File: src/rtl/frequency_regulator_pkg.sv
// Shared constants and helpers for the frequency regulator.
// The half-period rule lives here so every user agrees on it.
package frequency_regulator_pkg;

  localparam int unsigned WIDTH_DEF = 8;

  // High phase takes the extra cycle of an odd period.
  function automatic logic [31:0] half_period(
    input logic [31:0] p
  );
    return p - (p >> 1);
  endfunction

endpackage

File: src/rtl/frequency_regulator.sv
// Divides clk by a runtime period setPeriod, giving a flop-driven
// clk_div with the longer half high; period 0/1 parks the output low.
module frequency_regulator
  import frequency_regulator_pkg::*;
#(
  parameter int unsigned WIDTH = WIDTH_DEF
) (
  input  logic             clk,
  input  logic             rst,
  input  logic [WIDTH-1:0] setPeriod,
  output logic             clk_div
);

  logic [WIDTH-1:0] per_q;
  logic [WIDTH-1:0] cnt;
  logic [WIDTH-1:0] per_d;
  logic [WIDTH-1:0] cnt_d;
  logic [WIDTH-1:0] hi_d;
  logic             boundary;
  logic             div_d;

  always_comb begin
    boundary = (per_q < WIDTH'(2))
            || (cnt == per_q - WIDTH'(1));
    per_d    = boundary ? setPeriod : per_q;
    cnt_d    = boundary ? '0 : cnt + WIDTH'(1);
    hi_d     = WIDTH'(half_period(32'(per_d)));
    // Output follows next state so it lines up with cnt.
    div_d    = (per_d >= WIDTH'(2)) && (cnt_d < hi_d);
  end

  always_ff @(posedge clk or negedge rst) begin
    if (!rst) begin
      per_q   <= '0;
      cnt     <= '0;
      clk_div <= 1'b0;
    end else begin
      per_q   <= per_d;
      cnt     <= cnt_d;
      clk_div <= div_d;
    end
  end

endmodule

File: config.mk
export PLATFORM = sky130hd
export DESIGN_NAME = frequency_regulator
export DESIGN_NICKNAME = d
export VERILOG_FILES = /design/src/rtl/frequency_regulator_pkg.sv /design/src/rtl/frequency_regulator.sv
export SDC_FILE = /design/constraint.sdc
export NUM_CORES = 1
export LEC_CHECK = 0
export CORE_MARGIN = 2
export CORE_UTILIZATION = 50
export DETAILED_ROUTE_END_ITERATION = 6
export GPL_ROUTABILITY_DRIVEN = 0
export PLACE_DENSITY = 0.73
export SLEW_MARGIN = 5
export SYNTH_ARGS = -nofsm -noshare
export SYNTH_HDL_FRONTEND = slang
export SYNTH_SLANG_ARGS = --single-unit
File: constraint.sdc
create_clock -name clk -period 9.84 [get_ports clk]
set_input_delay 2.952 -clock clk [delete_from_list [all_inputs] [get_ports clk]]
set_output_delay 2.952 -clock clk [all_outputs]
set_load 0.02 [all_outputs]
Yosys cells after proc, flatten, opt, wreduce, memory -nomap -nowiden
Index checks and enable logic that the tools add are counted.
{ "op_classes": {"muxes": 2, "reduce_logical": 2, "add_sub_neg": 3, "eq_ne": 1, "order_cmp": 3} }
{ "op_table": {"columns": ["operator", "n"], "rows": [
  ["$mux 8", 2],
  ["$add 8x1->8 const B", 1],
  ["$eq 8x8->1", 1],
  ["$ge 8x2->1 const B", 1],
  ["$lt 8x2->1 const B", 1],
  ["$lt 8x8->1", 1],
  ["$sub 8x1->8 const B", 1],
  ["$sub 8x7->8", 1],
  ["$logic_and 1x1->1", 1],
  ["$logic_or 1x1->1", 1]
]} }
{ "totals": {"reg_bits": 17, "word_cells": 14, "output_inout_bits": 1, "in_bits": 10} }

Logic depth before layout (Yosys ltp)
Gate-level depths: netlist of the first run.
{ "logic_depth": {"ltp_word": 7, "depth_mapped": 24, "ltp_nobuf": 22} }

Worst setup path after synthesis of the first run
Ideal clock, no wire load.
{ "synth_path": {"path_type": "input port to flip-flop", "start": "in setPeriod[1]", "end": "reg clk_div", "t_required_ns": 9.753, "arrival_ns": 5.363, "stages": 14, "n_path_buf": 0, "path_slack_ns": 4.391, "setup_time_ns": 0.087, "path_cell_list": "o21ai_0 -> o21ai_1 -> ha_1 -> fa_1 -> inv_1 -> a21oi_1 -> o221a_2 -> o21ai_1 -> xnor2_1 -> ha_1 -> and4_1 -> a221oi_1 -> nand2_1 -> a211oi_2"} }
{ "synth_via": {"elab_chain_len": 4, "elab_cells_between_ends": 5, "cone_classes": "add/sub: 1; order compare: 2; mux: 1; reduce/logical: 1"} }
{ "synth_lines": {"columns": ["element", "line", "rtl"], "rows": [
  ["from (decl)", "frequency_regulator.sv:10", "input logic [WIDTH-1:0] setPeriod,"],
  ["$mux 8 (*)", "frequency_regulator.sv:25", "per_d = boundary ? setPeriod : per_q;"],
  ["net per_d[1]", "frequency_regulator.sv:16", "logic [WIDTH-1:0] per_d;"],
  ["$sub 8x7->8", "frequency_regulator_pkg.sv:11", "return p - (p >> 1);"],
  ["$lt 8x8->1", "frequency_regulator.sv:29", "div_d = (per_d >= WIDTH'(2)) && (cnt_d < hi_d);"],
  ["$logic_and 1x1->1 (*)", "frequency_regulator.sv:29", null],
  ["net div_d", "frequency_regulator.sv:20", "logic div_d;"],
  ["to (signal assigned)", "frequency_regulator.sv:40", "clk_div <= div_d;"],
  ["to (decl)", "frequency_regulator.sv:11", "output logic clk_div"]
]} }
Mark *: on every way through the listed nets, which the timed path passes. The rest lies on a longest branch.

Final worst setup path of the first run
{ "layout_path": {"start": "in setPeriod[3]", "end": "reg clk_div"} }
The elaborated chain is that of the path after synthesis.

==> results of run 1 <==
## registers in the layout, indices dropped and copies added (netlist names)
| register | cells |
|---|---|
| per_q | 8 |
| cnt | 8 |
| clk_div | 1 |
## cell type report
| class | count | area, µm² | share of cell area [%] |
|---|---|---|---|
| clock buffers | 4 | 26.3 | 1.50 |
| repair buffers | 10 | 100 | 5.73 |
| multi-input cells | 131 | 1080 | 61.8 |
| flip-flops and latches | 17 | 425 | 24.3 |
| well taps | 44 | 55.1 | 3.15 |
| inverters | 16 | 60.1 | 3.44 |
## worst paths after layout
kind / depth (start not counted) / slack [ps] / endpoint
setup / recovery: 15 / 3970 / clk_div
hold / removal: 1 / 640 / cnt[0]
setup reg to reg: 21 / 4440 / clk_div
hold reg to reg: 1 / 640 / cnt[0]
max in group asynchronous: 1 / 6280 / cnt[6]
min in group asynchronous: 1 / 3080 / per_q[1]
## critical path: stages
cell and delay (ps):
sky130_fd_sc_hd__clkdlybuf4s50_1 490, sky130_fd_sc_hd__o21ai_0 110, sky130_fd_sc_hd__o21ai_2 150, sky130_fd_sc_hd__inv_1 100, sky130_fd_sc_hd__ha_1 330, sky130_fd_sc_hd__o21ai_0 100
sky130_fd_sc_hd__nand2b_1 120, sky130_fd_sc_hd__or3b_1 400, sky130_fd_sc_hd__a31oi_2 170, sky130_fd_sc_hd__xnor2_1 140, sky130_fd_sc_hd__ha_1 270, sky130_fd_sc_hd__and4_1 230
sky130_fd_sc_hd__a221oi_1 290, sky130_fd_sc_hd__nand2_1 110, sky130_fd_sc_hd__a211oi_2 140
## metrics by stage
stage	cells	instance area (µm²)
6_report	222	1750
2_1_floorplan	167	1590
5_1_grt	222	1750
4_1_cts	222	1750
3_5_place_dp	218	1720
3_3_place_gp	218	1720
## cells in the final DEF, fill, tap and decap left out, drive strengths merged, types with 2 or more instances in the layout
cell type,n
ha,21
dfrtp,17
inv,16
nor2,13
o21ai,12
xnor2,11
xor2,10
clkdlybuf4s50,10
a21oi,9
nand3,8
nor3,7
and3,4
mux2,4
clkbuf,4
nand2b,3
nor2b,3
a221oi,2
nand3b,2
nand2,2
or2,2
## logic make-up (layout without fill, tap and decap cells)
group	Yosys count	in the layout	synth area share, %
flip-flops	17	17	26.8
buffers and inverters	19	30	5.27
XOR/XNOR	21	21	11.6
AND/OR/NAND/NOR	50	50	19.0
AO/OA/AOI/OAI	33	33	15.9
adder cells (fa/ha/maj)	22	22	17.8
multiplexers	5	5	3.70
## routing by layer
metal  up-vias  track usage, %
li1        612               -
met1       603            28.7
met2        24            37.3
met3         7           0.640
met4         0            10.2
met5         -               0
==> reports/summary.txt, run 1 <==
STATUS
----------------------------------------------------------------------------------
Status                                                                complete, no violations

GLOBAL ROUTING
----------------------------------------------------------------------------------
Wire length of the first global-routing pass                               5810 µm
Number of antenna violations at the first check in global routing                0
Number of global-route vias before repair                                     1259
Global router's overall resource usage                                       21.8%
Largest net degree at the start of global routing                               18
Total congestion overflow                                                        0

DRT
----------------------------------------------------------------------------------
Post-route DRC violation count                                                   0
Drt total wl                                                               3390 µm
First drt pass iteration count                                                   4
Remaining antenna violation count                                                0
Met2 wirelength from detailed routing                                      1710 µm
Drt wl/cell                                                                15.3 µm
Met3 wire length                                                            124 µm
Initial drt markers                                                             52
M1 wire length                                                             1480 µm
Vias/cell                                                                     5.61
Total number of vias                                                          1246
Top layer reached by signal wires                                             met4

CLOCK TREE
----------------------------------------------------------------------------------
Insertion delay to the later sink of the worst-skew pair                    300 ps
Number of gates resized after cts                                                0
TritonCTS clock tree                                                           yes
CTS H-Tree Depth                                                                 1
Clock root buffer master                                              sky130_fd_sc_hd__clkbuf_4
Post-CTS Hold Fix Bufs                                                           0
Total number of clock tree sinks                                                17
Clock buffer depth                                                               2
Cts bufs inserted                                                                3
Clock slew seen by the registers of the worst setup and hold paths          100 ps
Post-CTS setup-driven buffer insertion count                                     0

SYNTH
----------------------------------------------------------------------------------
Syn_nets                                                                       199
Cell taking the most area after synthesis                             sky130_fd_sc_hd__dfrtp_1
Synth area leaders                                                    sky130_fd_sc_hd__dfrtp_1 27%, sky130_fd_sc_hd__ha_1 17%, sky130_fd_sc_hd__xnor2_1 6.1%
Number of warning messages in the yosys log                                      0
Async set-or-reset flop fraction in the synthesized netlist                   100%
Yosys cell types                                                                44
Dominant cell by count in the synthesized netlist                     sky130_fd_sc_hd__ha_1
Average size of a mapped cell                                             9.52 µm²
Most used standard cells in the synthesized netlist                   21 x sky130_fd_sc_hd__ha_1, 17 x sky130_fd_sc_hd__dfrtp_1, 16 x sky130_fd_sc_hd__inv_1
Number of instances in the synthesized netlist                                 167
Ys flop type                                                          sky130_fd_sc_hd__dfrtp_1
Number of synthesized flops with an enable pin                                   0
Fraction of synthesized cell area taken by the top area cell type            26.8%
Sequential-to-total area share from yosys stat                               26.8%
Post-Syn Area                                                          0.00159 mm²
Seq cells post-synth                                                            17

TIMING
----------------------------------------------------------------------------------
Setup repair after global routing missed its margin                          false
Hold Slack                                                                  642 ps
Highest attainable clock frequency                                         170 MHz
Final critical path time including I/O delays and setup                    5870 ps
Slew at the pin closest to its max-slew limit                               747 ps
Worst-case setup margin in the final layout                                3970 ps
Final setup violation count                                                      0
Final number of max-transition violations                                        0
Final setup TNS                                                               0 ps
Number of failing hold endpoints at the final stage                              0
Final period util                                                            59.7%
Slew HR                                                                      50.1%
Fin Clk Skew                                                               12.2 ps

DIE
----------------------------------------------------------------------------------
Die Span Y                                                                 60.4 µm
Top-Level Pins                                                                  11
Die Span X                                                                 60.4 µm
Placeable core region                                                  0.00303 mm²
Placement Rows                                                                  20
Area of the die                                                        0.00365 mm²
Initial Utilization                                                          52.5%

CELLS AND AREA
----------------------------------------------------------------------------------
Share of cells above drive strength 1                                        10.7%
Antenna diodes                                                                   0
End-of-flow core utilization                                                 57.7%
Signed area change from the synthesized netlist to the final layout          9.91%
Total of fill cells in the finished design                                     260
Nets                                                                           211

CRITICAL PATH
----------------------------------------------------------------------------------
Signal arrival time at the worst endpoint                                  6100 ps
Critical path class                                                      in -> reg
Kind of launch point of the worst setup path                          primary input
Worst-path maximum fanout                                                        4
Critical path origin                                                  setPeriod[3]
Reg2reg start                                                             per_q[1]
Required time of the worst setup path                                     10070 ps
Crit. End Element                                                             flop

WORST HOLD PATH
----------------------------------------------------------------------------------
Startpoint of the worst hold path                                           cnt[0]
Class of the tightest hold or removal check                             reg -> reg

RUN
----------------------------------------------------------------------------------
Max-cap violation count                                                          0

PLACEMENT
----------------------------------------------------------------------------------
PortBufs                                                                        10
Worst setup slack before clock tree synthesis                              3660 ps
Post-DP HPWL                                                               2810 µm

Power of run 1 is left out: the tool's default activity adds up to more than one toggle a clock period on the data nets, which glitch-free logic cannot reach.
==> run 2, diff against run 1 <==
--- a/config.mk
+++ b/config.mk
@@ -9,7 +9,7 @@
 export CORE_UTILIZATION = 50
 export DETAILED_ROUTE_END_ITERATION = 6
 export GPL_ROUTABILITY_DRIVEN = 0
-export PLACE_DENSITY = 0.73
+export PLACE_DENSITY = 0.76
 export SLEW_MARGIN = 5
 export SYNTH_ARGS = -nofsm -noshare
 export SYNTH_HDL_FRONTEND = slang
==> constraint.sdc (replaced) <==
create_clock -name clk -period 5.29 [get_ports clk]
set_input_delay 1.587 -clock clk [delete_from_list [all_inputs] [get_ports clk]]
set_output_delay 1.587 -clock clk [all_outputs]
set_load 0.02 [all_outputs]
==> run 2 against run 1 <==
Setup slack got worse by 3500 ps. Sequential cell count did not move. First-iteration DRC count rose by 5.8%. Critical path depth rose by 4. Core utilization rose by 1.0 points. Via count fell by 0.16%. Die area did not move. Non-clock buffer count rose by 4. Register-to-register slack got worse by 4000 ps. Cell area rose by 1.8%. Sequential share of layout area fell by 0.43 points. Wire length rose by 2.4%.
==> reports/summary.txt, run 2 (synthesis results as in run 1) <==
STATUS
-------------------------------------------------------------------------------------
Status                                                                   complete, no violations

GLOBAL ROUTING
-------------------------------------------------------------------------------------
Total congestion overflow                                                           0   unchanged
Number of global-route vias before repair                                        1225   -2.7%
Global router's overall resource usage                                          21.3%   -0.45 points
Number of antenna violations at the first check in global routing                   0   unchanged
Largest net degree at the start of global routing                                  18   unchanged
Wire length of the first global-routing pass                                  5620 µm   -3.3%

CELLS AND AREA
-------------------------------------------------------------------------------------
Most frequent standard cell in the layout excluding fill and tap cells   sky130_fd_sc_hd__ha_1
Registers with the most flip-flops                                       cnt x8, per_q x8, clk_div x1
Top library cells by usage in the layout, fill and taps aside            21 x sky130_fd_sc_hd__ha_1, 17 x sky130_fd_sc_hd__dfrtp_1, 16 x sky130_fd_sc_hd__inv_1, 13 x sky130_fd_sc_hd__nor2_1, 11 x sky130_fd_sc_hd__xnor2_1
Share of cells above drive strength 1                                           13.2%   +2.5 points
Nets                                                                              215   +1.9%
Antenna diodes                                                                      0   unchanged
Total of fill cells in the finished design                                        264   +1.5%
Signed area change from the synthesized netlist to the final layout             11.9%
End-of-flow core utilization                                                    58.8%   +1.0 points

TIMING
-------------------------------------------------------------------------------------
Final setup TNS                                                                  0 ps   unchanged
Fin Clk Skew                                                                  8.15 ps   -4.03 ps
Final setup violation count                                                         0   unchanged
Number of failing hold endpoints at the final stage                                 0   unchanged
Highest attainable clock frequency                                            205 MHz
Hold Slack                                                                     610 ps   -31.8 ps
Worst-case setup margin in the final layout                                    420 ps   -3550 ps
Slew HR                                                                         50.6%   +0.59 points
Final critical path time including I/O delays and setup                       4870 ps
Setup repair after global routing missed its margin                             false
Slew at the pin closest to its max-slew limit                                  738 ps   -8.77 ps
Final period util                                                               92.1%
Final number of max-transition violations                                           0   unchanged

DRT
-------------------------------------------------------------------------------------
Post-route DRC violation count                                                      0   unchanged
Remaining antenna violation count                                                   0   unchanged
Drt total wl                                                                  3480 µm   +2.4%
Drt wl/cell                                                                   15.4 µm   +0.60%
First drt pass iteration count                                                      4   unchanged
Initial drt markers                                                                55   +5.8%
Total number of vias                                                             1244   -0.16%
Vias/cell                                                                        5.50   -1.9%

CRITICAL PATH
-------------------------------------------------------------------------------------
Worst setup slack for register-to-register paths                               420 ps   -4020 ps
End of the worst register-to-register path                                    clk_div
Worst setup endpoint                                                          clk_div
Signal arrival time at the worst endpoint                                     5090 ps   -1010 ps
Reg2reg start                                                                per_q[1]
Critical path origin                                                         per_q[1]
Crit. End Element                                                                flop
Kind of launch point of the worst setup path                                     flop
Worst-path maximum fanout                                                          10   +6
Critical path class                                                        reg -> reg
Required time of the worst setup path                                         5510 ps   -4560 ps
Length in cells of the worst reg-to-reg path                                       19   -9.5%

PLACEMENT
-------------------------------------------------------------------------------------
Worst setup slack before clock tree synthesis                                  453 ps   -3200 ps
Post-DP HPWL                                                                  2880 µm   +2.4%
PortBufs                                                                           10   unchanged

CLOCK TREE
-------------------------------------------------------------------------------------
Number of gates resized after cts                                                   0   unchanged
CTS H-Tree Depth                                                                    1   unchanged
Post-CTS Hold Fix Bufs                                                              0   unchanged
Clock buffer depth                                                                  2   unchanged
Clock slew seen by the registers of the worst setup and hold paths             100 ps   about the same
Total number of clock tree sinks                                                   17   unchanged
Clock root buffer master                                                 sky130_fd_sc_hd__clkbuf_4
Post-CTS setup-driven buffer insertion count                                        0   unchanged
TritonCTS clock tree                                                              yes
Cts bufs inserted                                                                   3   unchanged
Insertion delay to the later sink of the worst-skew pair                       300 ps   about the same

DIE
-------------------------------------------------------------------------------------
Placement Rows                                                                     20   unchanged
Top-Level Pins                                                                     11   unchanged
Die Span X                                                                    60.4 µm   unchanged
Die Span Y                                                                    60.4 µm   unchanged
Placeable core region                                                     0.00303 mm²   unchanged
Initial Utilization                                                             52.5%   unchanged
Area of the die                                                           0.00365 mm²   unchanged

RUN
-------------------------------------------------------------------------------------
Max-cap violation count                                                             0   unchanged

WORST HOLD PATH
-------------------------------------------------------------------------------------
Class of the tightest hold or removal check                                reg -> reg

==> run 2: layout make-up <==
class                           count  area [µm²]  area share [%]
Tap cell                           44        55.1            3.09
Sequential cell                    17         425            23.9
Clock buffer                        3        22.5            1.27
Timing Repair Buffer               14         130            7.31
Multi-Input combinational cell    131        1080            60.8
Clock inverter                      1        5.00           0.281
Inverter                           16        60.1            3.38
==> run 2: worst min-delay path by stage <==
stage / end / depth (start not counted) / slack (ps) / startpoint
final: cnt[0] / 1 / 610 / cnt[0]
after global routing: cnt[0] / 1 / 630 / cnt[0]
after CTS: cnt[0] / 1 / 610 / cnt[0]
after detailed placement: cnt[0] / 1 / 600 / cnt[0]
after global placement: cnt[0] / 1 / 570 / cnt[0]
after floorplan: cnt[0] / 1 / 530 / cnt[0]
==> run 2: per-stage QoR <==
stage | area (µm²) | instances
after floorplan | 1590 | 167
after global placement | 1750 | 222
after detailed placement | 1750 | 222
after CTS | 1780 | 226
after global routing | 1780 | 226
final | 1780 | 226
==> run 2: layer usage <==
| layer | GRT usage (%) | share of wire (%) | vias up |
|---|---|---|---|
| met5 | 0 | 0 | - |
| met1 | 26.2 | 44 | 600 |
| met2 | 37.1 | 51 | 18 |
| met3 | 1.92 | 2.6 | 6 |
| li1 | - | - | 620 |
| met4 | 11.1 | 2.0 | 0 |
==> run 2: critical path, stage by stage, from the launching register on <==
cell and delay (ps):
sky130_fd_sc_hd__dfrtp_1 450, sky130_fd_sc_hd__inv_1 100, sky130_fd_sc_hd__ha_1 290, sky130_fd_sc_hd__o21ba_1 200, sky130_fd_sc_hd__a221oi_1 330, sky130_fd_sc_hd__a41oi_2 110
sky130_fd_sc_hd__nor3_2 190, sky130_fd_sc_hd__or2_1 380, sky130_fd_sc_hd__buf_4 210, sky130_fd_sc_hd__mux2_2 360, sky130_fd_sc_hd__ha_1 320, sky130_fd_sc_hd__inv_1 70
sky130_fd_sc_hd__or3b_1 420, sky130_fd_sc_hd__a31oi_2 170, sky130_fd_sc_hd__xnor2_1 140, sky130_fd_sc_hd__ha_1 270, sky130_fd_sc_hd__and4_1 240, sky130_fd_sc_hd__a221oi_1 290
sky130_fd_sc_hd__nand2_1 100, sky130_fd_sc_hd__a211oi_2 140
Power of run 2 is left out for the same reason.
==> run 3, diff against run 2 <==
--- a/config.mk
+++ b/config.mk
@@ -5,7 +5,7 @@
 export SDC_FILE = /design/constraint.sdc
 export NUM_CORES = 1
 export LEC_CHECK = 0
-export CORE_MARGIN = 2
+export CORE_MARGIN = 8
 export CORE_UTILIZATION = 50
 export DETAILED_ROUTE_END_ITERATION = 6
 export GPL_ROUTABILITY_DRIVEN = 0
==> run 3 against run 2 <==
Count of clock-buffer cells in the layout grew 1. Sequential share of layout area is 0.12 points higher. Cell area shrank 0.49%. Critical path depth stayed put. Register-to-register slack gained 20 ps. Global-route usage shrank 7.3 points. Critical path type unchanged. Critical endpoint unchanged.
==> reports/summary.txt, run 3 (synthesis results as in run 1) <==
DRT
-------------------------------------------------------------------------------------
Initial drt markers                                                                68   +24%
First drt pass iteration count                                                      4   unchanged
Post-route DRC violation count                                                      0   unchanged
Total number of vias                                                             1247   +0.24%
Drt total wl                                                                  3500 µm   +0.66%
Remaining antenna violation count                                                   0   unchanged
Drt wl/cell                                                                   15.5 µm   +1.1%
Vias/cell                                                                        5.54   +0.69%

CRITICAL PATH
-------------------------------------------------------------------------------------
Worst-path cell with the longest stage delay                             sky130_fd_sc_hd__dfrtp_1
Worst-path maximum fanout                                                          13   +3
Critical path class                                                        reg -> reg
Signal arrival time at the worst endpoint                                     5070 ps   -20 ps
Worst path most repeated cell                                            sky130_fd_sc_hd__ha_1
Crit. End Element                                                                flop
Required time of the worst setup path                                         5500 ps   about the same
Worst setup slack for register-to-register paths                               440 ps   +20 ps
Ordered list of cells on the worst path                                  inv_1 -> ha_1 -> o21ba_1 -> a221oi_1 -> a41oi_2 -> nor3_2 -> or2_1 -> buf_4 -> mux2_2 -> ha_1 -> inv_1 -> or3b_1 -> a31oi_2 -> xnor2_1 -> ha_1 -> and4_1 -> a221oi_1 -> nand2_1 -> a211oi_2
End of the worst register-to-register path                                    clk_div
Worst stage delay on the critical path                                         450 ps   about the same
Length in cells of the worst reg-to-reg path                                       19   unchanged
Reg2reg start                                                                per_q[0]
Kind of launch point of the worst setup path                                     flop

CELLS AND AREA
-------------------------------------------------------------------------------------
Most frequent standard cell in the layout excluding fill and tap cells   sky130_fd_sc_hd__ha_1
Antenna diodes                                                                      0   unchanged
Nets                                                                              214   -0.47%
Total of fill cells in the finished design                                        279   +5.7%
Registers with the most flip-flops                                       cnt x8, per_q x8, clk_div x1
Share of cells above drive strength 1                                           12.2%   -1.0 points
Top library cells by usage in the layout, fill and taps aside            21 x sky130_fd_sc_hd__ha_1, 17 x sky130_fd_sc_hd__dfrtp_1, 16 x sky130_fd_sc_hd__inv_1, 13 x sky130_fd_sc_hd__nor2_1, 11 x sky130_fd_sc_hd__xnor2_1
Final cell count without fillers                                                  225   -0.44%
Signed area change from the synthesized netlist to the final layout             11.3%

TIMING
-------------------------------------------------------------------------------------
Final critical path time including I/O delays and setup                       4850 ps   -16.1 ps
Number of failing hold endpoints at the final stage                                 0   unchanged
Final number of max-transition violations                                           0   unchanged
Fin Clk Skew                                                                  1.02 ps   -7.13 ps
Final setup TNS                                                                  0 ps   unchanged
Final period util                                                               91.8%   -0.30 points
Highest attainable clock frequency                                            206 MHz   +0.33%
Final setup violation count                                                         0   unchanged
Slew at the pin closest to its max-slew limit                                  760 ps   +21.7 ps
Slew HR                                                                         49.2%   -1.4 points
Setup repair after global routing missed its margin                             false

GLOBAL ROUTING
-------------------------------------------------------------------------------------
Number of global-route vias before repair                                        1329   +8.5%
Largest net degree at the start of global routing                                  18   unchanged
Wire length of the first global-routing pass                                  5900 µm   +5.0%
Total congestion overflow                                                           0   unchanged
Global router's overall resource usage                                          14.1%   -7.3 points
Number of antenna violations at the first check in global routing                   0   unchanged

CLOCK TREE
-------------------------------------------------------------------------------------
Post-CTS setup-driven buffer insertion count                                        0   unchanged
Number of gates resized after cts                                                   0   unchanged
Clock buffer depth                                                                  2   unchanged
Cts bufs inserted                                                                   3   unchanged
Total number of clock tree sinks                                                   17   unchanged
Post-CTS Hold Fix Bufs                                                              0   unchanged
Clock slew seen by the registers of the worst setup and hold paths              90 ps   about the same
Insertion delay to the later sink of the worst-skew pair                       290 ps   about the same
TritonCTS clock tree                                                              yes
Clock root buffer master                                                 sky130_fd_sc_hd__clkbuf_4
CTS H-Tree Depth                                                                    1   unchanged

WORST HOLD PATH
-------------------------------------------------------------------------------------
Hold path endpoint                                                             cnt[0]
Number of cells on the worst hold path                                              1   unchanged
Startpoint of the worst hold path                                              cnt[0]
Class of the tightest hold or removal check                                reg -> reg

RUN
-------------------------------------------------------------------------------------
Max-cap violation count                                                             0   unchanged

DIE
-------------------------------------------------------------------------------------
Initial Utilization                                                             52.5%   unchanged
Die Span X                                                                    72.4 µm   +20%
Die Span Y                                                                    72.4 µm   +20%
Area of the die                                                           0.00524 mm²   +44%
Placeable core region                                                     0.00303 mm²   unchanged
Top-Level Pins                                                                     11   unchanged
Placement Rows                                                                     20   unchanged

PLACEMENT
-------------------------------------------------------------------------------------
PortBufs                                                                           10   unchanged
Post-DP HPWL                                                                  2920 µm   +1.4%
Number of placed instances, taps included                                         221   -0.45%

STATUS
-------------------------------------------------------------------------------------
Status                                                                   complete, no violations

[run 3: changes by cell type in the layout (fill, tap and decap cells not counted), sizes merged]
cell,previous run,this run
clkbuf,3,4
clkinv,1,0
buf,4,3
[run 3: critical path, delay by kind of cell (launching register included)]
| family | cells | cell delay, ps |
|---|---|---|
| AOI/OAI and AO/OA | 6 | 1240 |
| xor gates and xnor gates | 1 | 160 |
| adders and majority gates | 3 | 880 |
| buffers and inverters | 3 | 400 |
| DFF | 1 | 450 |
| muxes | 1 | 360 |
| and+or+nand+nor | 5 | 1300 |
[run 3: how the worst max path moves through the flow]
| stage | startpoint | depth (start not counted) | slack, ps | to |
|---|---|---|---|---|
| finish | per_q[0] | 19 | 440 | clk_div |
| global route | per_q[0] | 20 | 120 | clk_div |
| CTS | per_q[0] | 20 | 450 | clk_div |
| detailed placement | setPeriod[3] | 15 | 460 | clk_div |
| global placement | setPeriod[1] | 15 | 540 | clk_div |
| floorplan | per_q[0] | 22 | 900 | clk_div |
[run 3: per-stage QoR]
step	util, %	cell area [µm²]	hold WS, ps	setup WS, ps
2_1_floorplan	-	1590	528	901
4_1_cts	58.5	1770	616	452
3_3_place_gp	57.6	1740	618	537
3_5_place_dp	57.6	1740	603	456
5_1_grt	58.5	1770	641	115
6_report	58.5	1770	610	436
[run 3: per-layer routing]
metal  vias up  global-route usage, %  part of all wire, %
met1       603                   17.0                   47
met3         4                   1.24                  1.9
li1        623                      -                    -
met4         0                   8.22                  1.9
met2        17                   23.6                   50
met5         -                      0                    0
[run 3: area by class of cell]
| type | count | area, µm² | area share (%) |
|---|---|---|---|
| Multi-Input combinational cell | 131 | 1080 | 61.1 |
| Sequential cell | 17 | 425 | 24.0 |
| Timing Repair Buffer | 13 | 123 | 6.93 |
| Inverter | 16 | 60.1 | 3.39 |
| Tap cell | 44 | 55.1 | 3.11 |
| Clock buffer | 4 | 26.3 | 1.48 |
Power of run 3 is left out for the same reason.
